[src/rtl/geared_stream_distribute_pkg.sv]
// Shared types and helpers for the geared stream distributor.
// rr_first picks one requester, searching upward from a start index and wrapping.
package memory_island_gear_pkg;

    typedef enum logic {GEAR_STRICT, GEAR_FIRST_FREE} gear_mode_e;

    localparam int GEAR_MAX_LANES = 64;
    localparam int GEAR_IDX_W     = 6;

    // Returns a one-hot grant (or zero). Only the low n bits of req are searched.
    function automatic logic [GEAR_MAX_LANES-1:0] rr_first(
        input logic [GEAR_MAX_LANES-1:0] req,
        input int unsigned               start,
        input int unsigned               n
    );
        logic [GEAR_MAX_LANES-1:0] grant;
        logic                      found;
        int unsigned               idx;
        grant = '0;
        found = 1'b0;
        for (int unsigned k = 0; k < GEAR_MAX_LANES; k++) begin
            idx = start + k;
            if (idx >= n) idx = idx - n;
            if (k < n && !found && req[idx[GEAR_IDX_W-1:0]]) begin
                grant[idx[GEAR_IDX_W-1:0]] = 1'b1;
                found = 1'b1;
            end
        end
        return grant;
    endfunction

endpackage

[src/rtl/geared_stream_distribute_lane_fifo.sv]
// Per-lane in-order FIFO with registered output (no fall-through) and occupancy count.
// data_o reads as zero whenever the lane is empty.
module geared_lane_fifo #(
    parameter int  Depth = 1,
    parameter type T     = logic
) (
    input  logic                       clk_i,
    input  logic                       rst_i,
    input  logic                       clr_i,
    input  logic                       push_i,
    input  T                           data_i,
    input  logic                       pop_i,
    output logic                       full_o,
    output logic                       empty_o,
    output T                           data_o,
    output logic [$clog2(Depth+1)-1:0] fill_o
);
    localparam int AW = (Depth > 1) ? $clog2(Depth) : 1;
    localparam int FW = $clog2(Depth + 1);

    if (Depth < 1) begin : g_bad_depth
        $fatal(1, "geared_lane_fifo: Depth must be >= 1");
    end

    T              r_mem [Depth];
    logic [AW-1:0] r_rd;
    logic [AW-1:0] r_wr;
    logic [FW-1:0] r_fill;

    function automatic logic [AW-1:0] f_next(input logic [AW-1:0] p);
        return (p == AW'(Depth - 1)) ? '0 : p + 1'b1;
    endfunction

    always_ff @(posedge clk_i) begin
        if (push_i) r_mem[r_wr] <= data_i;
    end

    always_ff @(posedge clk_i) begin
        if (rst_i || clr_i) begin
            r_rd   <= '0;
            r_wr   <= '0;
            r_fill <= '0;
        end else begin
            if (push_i) r_wr <= f_next(r_wr);
            if (pop_i)  r_rd <= f_next(r_rd);
            case ({push_i, pop_i})
                2'b10:   r_fill <= r_fill + 1'b1;
                2'b01:   r_fill <= r_fill - 1'b1;
                default: r_fill <= r_fill;
            endcase
        end
    end

    assign full_o  = (r_fill == FW'(Depth));
    assign empty_o = (r_fill == '0);
    assign fill_o  = r_fill;

    always_comb begin
        if (empty_o) data_o = '0;
        else         data_o = r_mem[r_rd];
    end

endmodule

[src/rtl/geared_stream_distribute.sv]
// Spreads one fast valid/ready stream across GearRatio lane FIFOs feeding slow consumers;
// a free-running slot counter names the lane that owns each fast cycle.
module geared_stream_distribute
    import memory_island_gear_pkg::*;
#(
    parameter int         GearRatio = 2,
    parameter int         Depth     = 1,
    parameter gear_mode_e Mode      = GEAR_STRICT,
    parameter type        T         = logic
) (
    input  logic                                      clk_i,
    input  logic                                      rst_i,
    input  logic                                      clr_i,
    input  logic                                      valid_i,
    output logic                                      ready_o,
    input  T                                          data_i,
    output logic [GearRatio-1:0]                      slot_o,
    output logic [GearRatio-1:0]                      lane_sel_o,
    output logic [GearRatio-1:0]                      valid_o,
    input  logic [GearRatio-1:0]                      ready_i,
    output T     [GearRatio-1:0]                      data_o,
    output logic [GearRatio-1:0][$clog2(Depth+1)-1:0] lane_fill_o
);
    localparam int SW = (GearRatio > 1) ? $clog2(GearRatio) : 1;

    if (GearRatio < 1) begin : g_bad_gear
        $fatal(1, "geared_stream_distribute: GearRatio must be >= 1");
    end
    if (GearRatio > GEAR_MAX_LANES) begin : g_big_gear
        $fatal(1, "geared_stream_distribute: GearRatio exceeds GEAR_MAX_LANES");
    end
    if (Depth < 1) begin : g_bad_depth
        $fatal(1, "geared_stream_distribute: Depth must be >= 1");
    end

    logic [SW-1:0]        w_slot_idx;
    logic [GearRatio-1:0] w_full;
    logic [GearRatio-1:0] w_empty;
    logic [GearRatio-1:0] w_space;
    logic [GearRatio-1:0] w_pop;
    logic [GearRatio-1:0] w_push;

    // Slot ownership advances every cycle, independent of any handshake.
    if (GearRatio > 1) begin : g_slot_cnt
        logic [SW-1:0] r_slot;
        always_ff @(posedge clk_i) begin
            if (rst_i || clr_i)                     r_slot <= '0;
            else if (r_slot == SW'(GearRatio - 1)) r_slot <= '0;
            else                                    r_slot <= r_slot + 1'b1;
        end
        assign w_slot_idx = r_slot;
    end else begin : g_slot_fixed
        assign w_slot_idx = '0;
    end

    assign slot_o  = GearRatio'(1) << w_slot_idx;
    assign valid_o = ~w_empty;
    assign w_pop   = valid_o & ready_i;
    // A full lane that is draining this cycle can still take a beat.
    assign w_space = ~w_full | w_pop;
    assign w_push  = lane_sel_o & {GearRatio{valid_i}};
    assign ready_o = |lane_sel_o;

    if (Mode == GEAR_FIRST_FREE) begin : g_first_free
        logic [GEAR_MAX_LANES-1:0] w_req;
        always_comb begin
            w_req                = '0;
            w_req[GearRatio-1:0] = w_space;
        end
        assign lane_sel_o = GearRatio'(rr_first(w_req, 32'(w_slot_idx), GearRatio));
    end else begin : g_strict
        assign lane_sel_o = slot_o & w_space;
    end

    for (genvar g = 0; g < GearRatio; g++) begin : g_lane
        geared_lane_fifo #(
            .Depth (Depth),
            .T     (T)
        ) u_fifo (
            .clk_i   (clk_i),
            .rst_i   (rst_i),
            .clr_i   (clr_i),
            .push_i  (w_push[g]),
            .data_i  (data_i),
            .pop_i   (w_pop[g]),
            .full_o  (w_full[g]),
            .empty_o (w_empty[g]),
            .data_o  (data_o[g]),
            .fill_o  (lane_fill_o[g])
        );
    end

endmodule

[config.mk]
export PLATFORM = sky130hd
export DESIGN_NAME = geared_stream_distribute
export DESIGN_NICKNAME = d
export VERILOG_FILES = /design/src/rtl/geared_stream_distribute_pkg.sv /design/src/rtl/geared_stream_distribute_lane_fifo.sv /design/src/rtl/geared_stream_distribute.sv
export SDC_FILE = /design/constraint.sdc
export NUM_CORES = 1
export LEC_CHECK = 0
export ABC_AREA = 1
export CAP_MARGIN = 20
export CORE_AREA = 3 3 40 42
export DETAILED_ROUTE_END_ITERATION = 7
export DIE_AREA = 0 0 43 45
export PLACE_DENSITY = 0.62
export SKIP_LAST_GASP = 1
export SLEW_MARGIN = 5
export SYNTH_ARGS = -nofsm -noshare
export SYNTH_HDL_FRONTEND = slang
export SYNTH_SLANG_ARGS = --single-unit
[constraint.sdc]
create_clock -name clk_i -period 2.2 [get_ports clk_i]
set_clock_uncertainty 0.05 [all_clocks]
set_input_delay 0.33 -clock clk_i [delete_from_list [all_inputs] [get_ports clk_i]]
set_output_delay 0.33 -clock clk_i [all_outputs]
set_load 0.01 [all_outputs]
## Word level (Yosys, flattened, before mapping)

Memory sizes are Yosys's and may differ from the RTL's.
Index checks and enable logic that the tools add are counted.
Widths: inputs -> output; s select.

- Add/subtract/negate cells: 5
- Eq/ne operators: 4
- Shift operators: 1
- Muxes and demuxes: 8
- Bitwise logic cells: 8
- Reduce and logical (&&, ||, !) cells: 5

Operators with widths:

| operator | count |
|---|---|
| $and 2x2->2 | 3 |
| $mux 1 | 6 |
| $eq 2x1->1 const B | 2 |
| $eq 2x2->1 const B | 2 |
| $not 2->2 | 2 |
| $pmux 1 s2 | 2 |
| $reduce_bool 2->1 | 2 |
| $reduce_or 2->1 | 2 |
| $add 1x1->1 const B | 3 |
| $not 1->1 | 2 |
| $or 2x2->2 | 1 |
| $shl 1x1->2 const A | 1 |
| $sub 1x1->1 const B | 2 |
| $logic_or 1x1->1 | 1 |

- Register bits: 3
- Bits in writable memories: 2
- Input port bits: 7
- Output and inout bits: 11
- Logic and storage cells: 36
- Memories: 2

Memory list:

| name | words | bits a word | read ports | clocked after memory_dff | write ports | line | source |
|---|---|---|---|---|---|---|---|
| g_lane[0].u_fifo.r_mem | 1 | 1 | 1 | 0 | 1 | geared_stream_distribute_lane_fifo.sv:25 | `T r_mem [Depth];` |
| g_lane[1].u_fifo.r_mem | 1 | 1 | 1 | 0 | 1 | geared_stream_distribute_lane_fifo.sv:25 |  |

## Depth between registers and ports, before layout

Gate-level depths: netlist of the first run.

- Depth after elaboration: 8
- Depth in mapped cells: 4
- Gate-level depth less buffers: 4

## Modules after synthesis

From an unflattened synthesis of the first run, not the netlist that was laid out.

- Cell total of the unflattened synthesis: 50
- Area, all modules: 326.6 um^2

By module, submodules not included:

| module | times used | cells an instance | area each (um^2) | sequential area each (um^2) |
|---|---|---|---|---|
| geared_lane_fifo | 2 | 15 | 105.1 | 50.0 |
| geared_stream_distribute | 1 | 20 | 116.4 | 20.0 |

## Worst setup path after synthesis of the first run

No wires, ideal clock.

- Kind: register to output
- Start point: register g_slot_cnt.r_slot
- End point: output port ready_o
- Arrival time: 0.625 ns
- Required time: 1.820 ns
- Slack: 1.195 ns
- Cell stages (with the launch flop): 4
- Buffers on the path: 0
- Cells stage by stage: dfxtp_1 -> inv_2 -> nand2_1 -> nand2_1

- Longest elaborated chain between the ends: 3

Ends and longest elaborated chain:

| element | line | source |
|---|---|---|
| start: declaration | geared_stream_distribute.sv:45 | `logic [SW-1:0] r_slot;` |
| start signal: assignment | geared_stream_distribute.sv:49 | `else r_slot <= r_slot + 1'b1;` |
| $shl 1x1->2 | geared_stream_distribute.sv:56 | `assign slot_o = GearRatio'(1) << w_slot_idx;` |
| net slot_o[0] | geared_stream_distribute.sv:17 | `output logic [GearRatio-1:0] slot_o,` |
| $and 2x2->2 | geared_stream_distribute.sv:72 | `assign lane_sel_o = slot_o & w_space;` |
| $reduce_or 2->1 | geared_stream_distribute.sv:62 | `assign ready_o = \|lane_sel_o;` |
| end: declaration | geared_stream_distribute.sv:15 | `output logic ready_o,` |

The timed path passes the listed nets, and every way through them passes these cells.

## Worst setup path in the final report of the first run

- Start point: input port ready_i[1]
- End point: output port ready_o

- Longest elaborated chain between the ends: 4

Ends and longest elaborated chain:

| element | line | source |
|---|---|---|
| start: declaration | geared_stream_distribute.sv:20 | `input logic [GearRatio-1:0] ready_i,` |
| $and 2x2->2 | geared_stream_distribute.sv:58 | `assign w_pop = valid_o & ready_i;` |
| $or 2x2->2 | geared_stream_distribute.sv:60 | `assign w_space = ~w_full \| w_pop;` |
| $and 2x2->2 | geared_stream_distribute.sv:72 |  |
| $reduce_or 2->1 | geared_stream_distribute.sv:62 |  |

No other way between the ends.

==> results of run 1 <==
through the flow:
step / cells / instance area (sq um) / util [%] / total power, uW / setup slack, ns
6_report: 66 / 439.2 / 34.18 / 254.2 / 0.2038
5_1_grt: 66 / 439.2 / 34.18 / 274.0 / 0.1310
4_1_cts: 66 / 439.2 / 34.18 / 260.8 / 0.1971
3_5_place_dp: 62 / 412.9 / 32.13 / 150.8 / 0.2026
3_3_place_gp: 62 / 412.9 / 32.13 / 150.9 / 0.1989
2_1_floorplan: 37 / 276.5 / - / 126.1 / 1.195
per-layer routing:
| metal | vias to the layer above | track usage, % |
|---|---|---|
| met4 | 0 | 9.036 |
| met2 | 15 | 7.186 |
| li1 | 125 | - |
| met3 | 0 | 4.781 |
| met5 | - | 0 |
| met1 | 92 | 7.056 |
worst max-delay path, cell delays in order:
cell and delay (ns):
sky130_fd_sc_hd__clkdlybuf4s50_1 0.45, sky130_fd_sc_hd__inv_1 0.03, sky130_fd_sc_hd__nand2_1 0.09, sky130_fd_sc_hd__nand2_1 0.10, sky130_fd_sc_hd__nand2_1 0.08, sky130_fd_sc_hd__clkdlybuf4s50_1 0.53
kinds of logic after synthesis:
kind of cell | count (synthesis) | synth area share, %
simple gates | 13 | 17.65
buf+inv | 17 | 32.58
compound gates | 2 | 6.336
flops | 5 | 43.44
final timing paths:
check	startpoint	to	cells past startpoint
setup / recovery	ready_i[1]	ready_o	6
setup reg to reg	g_lane[1].u_fifo.fill_o	g_lane[1].u_fifo.r_mem[0]	3
hold / removal	g_slot_cnt.r_slot	g_slot_cnt.r_slot	1
hold reg to reg	g_slot_cnt.r_slot	g_slot_cnt.r_slot	1
cell usage in the layout, fill, tap and decap left out, drive strengths merged:
cell type / netlist / final
dfxtp: 3 / 3
a21oi: 2 / 2
inv: 10 / 10
clkbuf: 0 / 4
nor2: 3 / 3
clkdlybuf4s50: 0 / 17
nand2: 10 / 10
edfxtp: 2 / 2
state kept, by name (all words and copies together) (netlist names):
signal                cells
g_lane.u_fifo.fill_o      2
g_lane.u_fifo.r_mem       2
g_slot_cnt.r_slot         1
report_power, final:
group	switching, uW	internal, uW
Sequential	2.75	101
Combinational	17.9	27.3
Clock	36.8	68.5
Total	57.5	197
cell type report:
class	instances	share of cell area, %
inverter	10	8.547
timing repair buffer	17	38.75
sequential	5	27.35
tap	15	4.274
multi-input combinational	15	15.10
clock buffer	4	5.983
==> run summary, run 1 <==
The flow ran to the end, and the final reports show no timing, DRC or antenna violations. For this run, the top clock speed supported by timing is 501.0 MHz. Setup repair after global routing left no endpoint under its margin. The setup total negative slack was 0 ns; the post-synthesis instance area was 276.5 sq um. The combined flip-flop and latch cell area was 120.1 sq um; the yosys synthesis warning count was 0. For the total routed wire length on the met1 layer, the log shows 236 um. After detailed routing, the number of vias per cell comes to 3.515. The routed design uses 84 um of met3 wire.

Number of levels the H-tree was split into: 1. For this design the static power due to leakage is 0.0002090 uW. Routed signal wires occupy layers up through met3.

The net count after synthesis was 44. The min-delay analysis places its worst path in the category reg2reg. TritonCTS built the clock tree. The final-report max-slew violation count was 0.

The die span in x works out to 43 um. Dividing the detail-routed wire length by the instance count gives 8.000 um. The die height came out at 45 um.

The cell sitting at the root of the clock tree is a sky130_fd_sc_hd__clkbuf_4. Measured against its own limit, the worst slew margin works out to 89.08%. The count of routing violations after the opening detailed-route iteration was 4; the count of input and output buffers was 17. The worst setup path is launched from a primary input.

Yosys mapped the design onto 8 distinct sky130hd cell types. IR analysis of the VDD net gives a maximum drop of 0.1997 mV. The top flip-flop cell by instance count after synthesis was sky130_fd_sc_hd__dfxtp_1. The hold violation count in the final report is 0.

Library cell occupying the most area in the post-synthesis netlist: sky130_fd_sc_hd__dfxtp_1. The number of failing setup endpoints in the final timing report is 0, and the flop and latch count out of synthesis is 5. 0 antenna diodes ended up in the layout. The worst setup path is captured at an output port. The routed length on met2 was 207 um; the clock latency on the worst-skew pair was 0.24 ns. STA puts the critical path data required time at 1.82 ns. In this run the remaining antenna-violating nets after routing total 0.

The setup check on the worst reg-to-reg path leaves a slack of 1.22 ns. Pin placement for this block handled 18 I/O pins. Global routing used 6.683% of the available tracks across all layers. The HPWL after detailed placement is 416 um. In this run, post-CTS repair resized a total of 0 instances.

The die covers 1935 sq um. The tools report the data arrival time of the critical path as 1.62 ns. After detailed routing, the number of remaining DRC violations is 0. After clock tree synthesis, the flow added hold-fix buffers numbering 0. Sorting the synthesized cells by how often they occur yields sky130_fd_sc_hd__nand2_1, sky130_fd_sc_hd__inv_1, sky130_fd_sc_hd__buf_4, sky130_fd_sc_hd__dfxtp_1, sky130_fd_sc_hd__nor2_1.

Cell area power density: 578.8 nW/um^2. For the pin with the worst max-slew slack, the measured transition is 0.1635 ns. The count of fill cells added during filler insertion was 148. Across all hold checks on the routed design, the worst slack comes to 0.4302 ns. The number of buffers on the longest clock path is 2, and the area fraction of the dominant cell type after synthesis is 21.72%. The share of post-route cells with drive strength above 1 is 11.76%. Once the clock tree was built, the setup fixing pass inserted 0 buffers. The area used by multi-input combinational logic was 66.31 sq um. Sorting the synthesized cells by area gives the leading types as sky130_fd_sc_hd__dfxtp_1, sky130_fd_sc_hd__edfxtp_1, sky130_fd_sc_hd__buf_4, sky130_fd_sc_hd__nand2_1, sky130_fd_sc_hd__inv_1. The tree built by TritonCTS fans out to 5 sinks.

The initial utilization of the core area, before any placement, comes to 21.52%. After layout, the minimum clock period comes to 1.996 ns. Fraction of synthesis flops using an asynchronous set or reset pin: 0%.

The logs give 3 for the clock buffer count from CTS and 834 um for the first-pass GRT wire length. The final worst-path cycle share is 90.73%. Clock-pin slew was measured on the worst setup and hold paths at 0.04 ns. From synthesis to final layout, the design area changed by 58.82%.

The placeable core region is 1285 sq um. The count of vias placed by the detailed router was 232; the row count was 13. The wire length after detailed routing was 528 um. Yosys instantiated no cell more often than sky130_fd_sc_hd__nand2_1. Each instance of the synthesized netlist takes up on average 7.473 sq um. Synthesized netlist cell count: 37. Max-cap violations in this run came to 0.

At the end of the flow, the number of nets in the layout was 59. The tools report the initial antenna violation count as 0. The total overflow left after global routing is 0. Global placement routability congestion: 0.7154. The maximum number of pins on one net before global-route repair was 6; the maximum net fanout on the critical path was 3.

In this run, synthesis inferred 2 flip-flops with an integrated enable. The via count of the first global-routing pass is 226, and the number of detailed-route iterations in the first pass is 4. The type of the worst setup path was in2out. The portion of the post-synthesis area used by sequential elements is 43.44%.
(Power assumes the default switching activity.)
==> inputs of run 2 (changes only) <==
Settings changed: SKIP_LAST_GASP 1 to default.
==> results of run 2 <==
No change in the layout: final DEF, timing and power equal those of run 1.
==> inputs of run 3 (changes only) <==
Settings changed: DONT_BUFFER_PORTS from default to 1, PLACE_DENSITY 0.62 to 0.46.
Clock period 2.2 ns to 1.81 ns, I/O delays scaled along.
==> run 3 against run 2 <==
  * Power increased by 8.4%
  * Non-clock buffer count shrank 17
  * Setup slack better by 0.21 ns
  * Core utilization down 13 points
  * Largest power group is now registers
  * Highest routed layer unchanged
==> run summary, run 3 (synthesis results as in run 1) <==
The run finished with clean final reports. The logs give 42 (was 59) for the number of nets in the finished design and 13 (unchanged) for the row count. The tools report the instance area at placement as 242.7 sq um (was 412.9 sq um).

The logs give 1935 sq um (unchanged) for the die area and 0 (unchanged) for the antenna violation net count after detailed routing. Nature of the critical path endpoint: an output port (unchanged). The logs give 0 (unchanged) for the aggregate global routing overflow and 81.69% (was 89.08%) for the headroom to the max-slew limit. For the setup total negative slack, the log shows 0 ns (unchanged). For the hold violation count in the final report, the log shows 0 (unchanged). Class of the tightest hold or removal check: in2reg (was reg2reg). The count of routing violations after the opening detailed-route iteration is 2 (was 4), and the count of hold buffers inserted by post-cts repair is 0 (unchanged). The die span in x is 43 um (unchanged), and the maximum net fanout on the critical path is 4 (was 3). Clock buffer count from CTS: 3 (unchanged). Most frequent cells in the layout: sky130_fd_sc_hd__nand2_1, sky130_fd_sc_hd__inv_1, sky130_fd_sc_hd__nor2_1, sky130_fd_sc_hd__clkbuf_4, sky130_fd_sc_hd__dfxtp_1 (was sky130_fd_sc_hd__clkdlybuf4s50_1, sky130_fd_sc_hd__nand2_1, sky130_fd_sc_hd__inv_1). The count of input and output buffers was 0 (was 17). The wire length after detailed routing came out at 485 um (was 528 um). Final-report max-slew violation count: 0 (unchanged). Setup repair after global routing left no endpoint under its margin.

The synthesis-to-finish area growth came out at -2.715% (was 58.82%). The tools report the launching element type of the critical path as a flop (was a primary input). The via count of the first global-routing pass is 167 (was 226). The final critical path time including I/O delays and setup was 1.394 ns; the count of vias placed by the detailed router was 176 (was 232).

The tools report the global-route usage over all layers as 6.187% (was 6.683%). The average wire length per cell after detail routing is 9.898 um (was 8.000 um). For the max-cap check violation count, the log shows 0 (unchanged). Post-cts repair resize count: 0 (unchanged).

TritonCTS built the clock tree. The HPWL after detailed placement was 411 um (was 416 um). The reported leakage power is 0.0001450 uW (was 0.0002090 uW). The share of post-route cells with drive strength above 1 came out at 17.65% (was 11.76%). The global placement routability congestion was 0.6182 (was 0.7154); the final hold slack was 0.07971 ns (was 0.4302 ns). Number of detailed-route iterations in the first pass: 3 (was 4). The run gives 153 (was 148) as the count of fill cells added during filler insertion. The master cell of the clock root buffer is sky130_fd_sc_hd__clkbuf_4 (unchanged). The sink count of the clock tree is 5 (unchanged), and the maximum number of pins on one net before global-route repair is 6 (unchanged). The maximum vdd drop is 0.2369 mV (was 0.1997 mV), and the slew at the pin closest to its max-slew limit is 0.2743 ns (was 0.1635 ns). The cell area power density is 1024 nW/um^2 (was 578.8 nW/um^2), and the required time at the worst-slack endpoint is 1.49 ns (was 1.82 ns). The maximum clock frequency came out at 717.5 MHz. The most frequent standard cell in the layout excluding fill and tap cells was sky130_fd_sc_hd__nand2_1 (was sky130_fd_sc_hd__clkdlybuf4s50_1). The number of buffers on the longest clock path was 2 (unchanged); the mean number of vias per cell was 3.592 (was 3.515).

The clock latency on the worst-skew pair is 0.24 ns (about the same), and the clock edge transition at the registers on the reported setup and hold paths is 0.04 ns (about the same). The number of inserted diodes came out at 0 (unchanged). The data arrival time of the critical path is 1.07 ns (was 1.62 ns), and the I/O pin count is 18 (unchanged).

The initial antenna violation count is 0 (unchanged). The logs give 269.0 sq um (was 439.2 sq um) for the post-route standard cell area excluding fillers and 0 (unchanged) for the number of failing setup endpoints in the final timing report. The final worst-path cycle share came out at 77.00%. The tools report the total DRC errors in the routed layout as 0 (unchanged). The first-pass GRT wire length is 731 um (was 834 um). The initial standard-cell utilization of the core is 21.52% (unchanged), and the die height is 45 um (unchanged). The number of levels the H-tree was split into was 1 (unchanged); the sum of internal, switching and leakage power was 275.4 uW (was 254.2 uW).

The type of the worst setup path was reg2out (was in2out). The placeable core region was 1285 sq um (unchanged); the number of post-CTS setup repair buffers was 0 (unchanged).
[run 3: cell count changes in the layout (fill, tap and decap cells not counted)]
cell and delta:
sky130_fd_sc_hd__clkdlybuf4s50_1 -17
[run 3: where the power goes]
part / leakage [uW] / internal (uW) / total [uW] / switching (uW)
clock: 0.0000150 / 83.2 / 127 / 43.9
sequential: 0.0000433 / 123 / 129 / 5.87
combinational: 0.0000867 / 5.14 / 19.8 / 14.6
total: 0.000145 / 211 / 275 / 64.4
[run 3: area by class of cell]
class | instances | area (sq um) | area share, %
multi-input combinational | 15 | 66.31 | 24.65
inverter | 10 | 37.54 | 13.95
sequential | 5 | 120.1 | 44.65
tap | 15 | 18.77 | 6.977
clock buffer | 4 | 26.28 | 9.767
[run 3: stage by stage]
stage	setup WS [ns]	std cells	utilization, %
4_1_cts	0.3776	49	20.93
3_5_place_dp	0.6460	45	18.89
5_1_grt	0.3313	49	20.93
3_3_place_gp	0.6397	45	18.89
2_1_floorplan	0.8639	37	-
6_report	0.4162	49	20.93
[run 3: critical path, stage by stage (launching register included)]
cell and delay [ns]:
sky130_fd_sc_hd__dfxtp_1 0.47, sky130_fd_sc_hd__nand2_1 0.14, sky130_fd_sc_hd__nand2_1 0.12, sky130_fd_sc_hd__nand2_1 0.11
[run 3: final timing paths]
| kind | from | cells after the start | slack, ns | to |
|---|---|---|---|---|
| max reg2reg | g_lane[1].u_fifo.fill_o | 3 | 0.73 | g_lane[1].u_fifo.r_mem[0] |
| min | data_i | 0 | 0.08 | g_lane[0].u_fifo.r_mem[0] |
| min reg2reg | g_slot_cnt.r_slot | 1 | 0.47 | g_slot_cnt.r_slot |
| max | g_lane[0].u_fifo.fill_o | 3 | 0.42 | ready_o |
[run 3: metal layers]
layer / global-route usage, % / up-vias / part of all wire [%]
met4: 9.036 / 0 / 0
li1: - / 91 / -
met2: 6.587 / 12 / 41
met1: 5.610 / 73 / 42
met5: 0 / - / 0
met3: 5.578 / 0 / 17
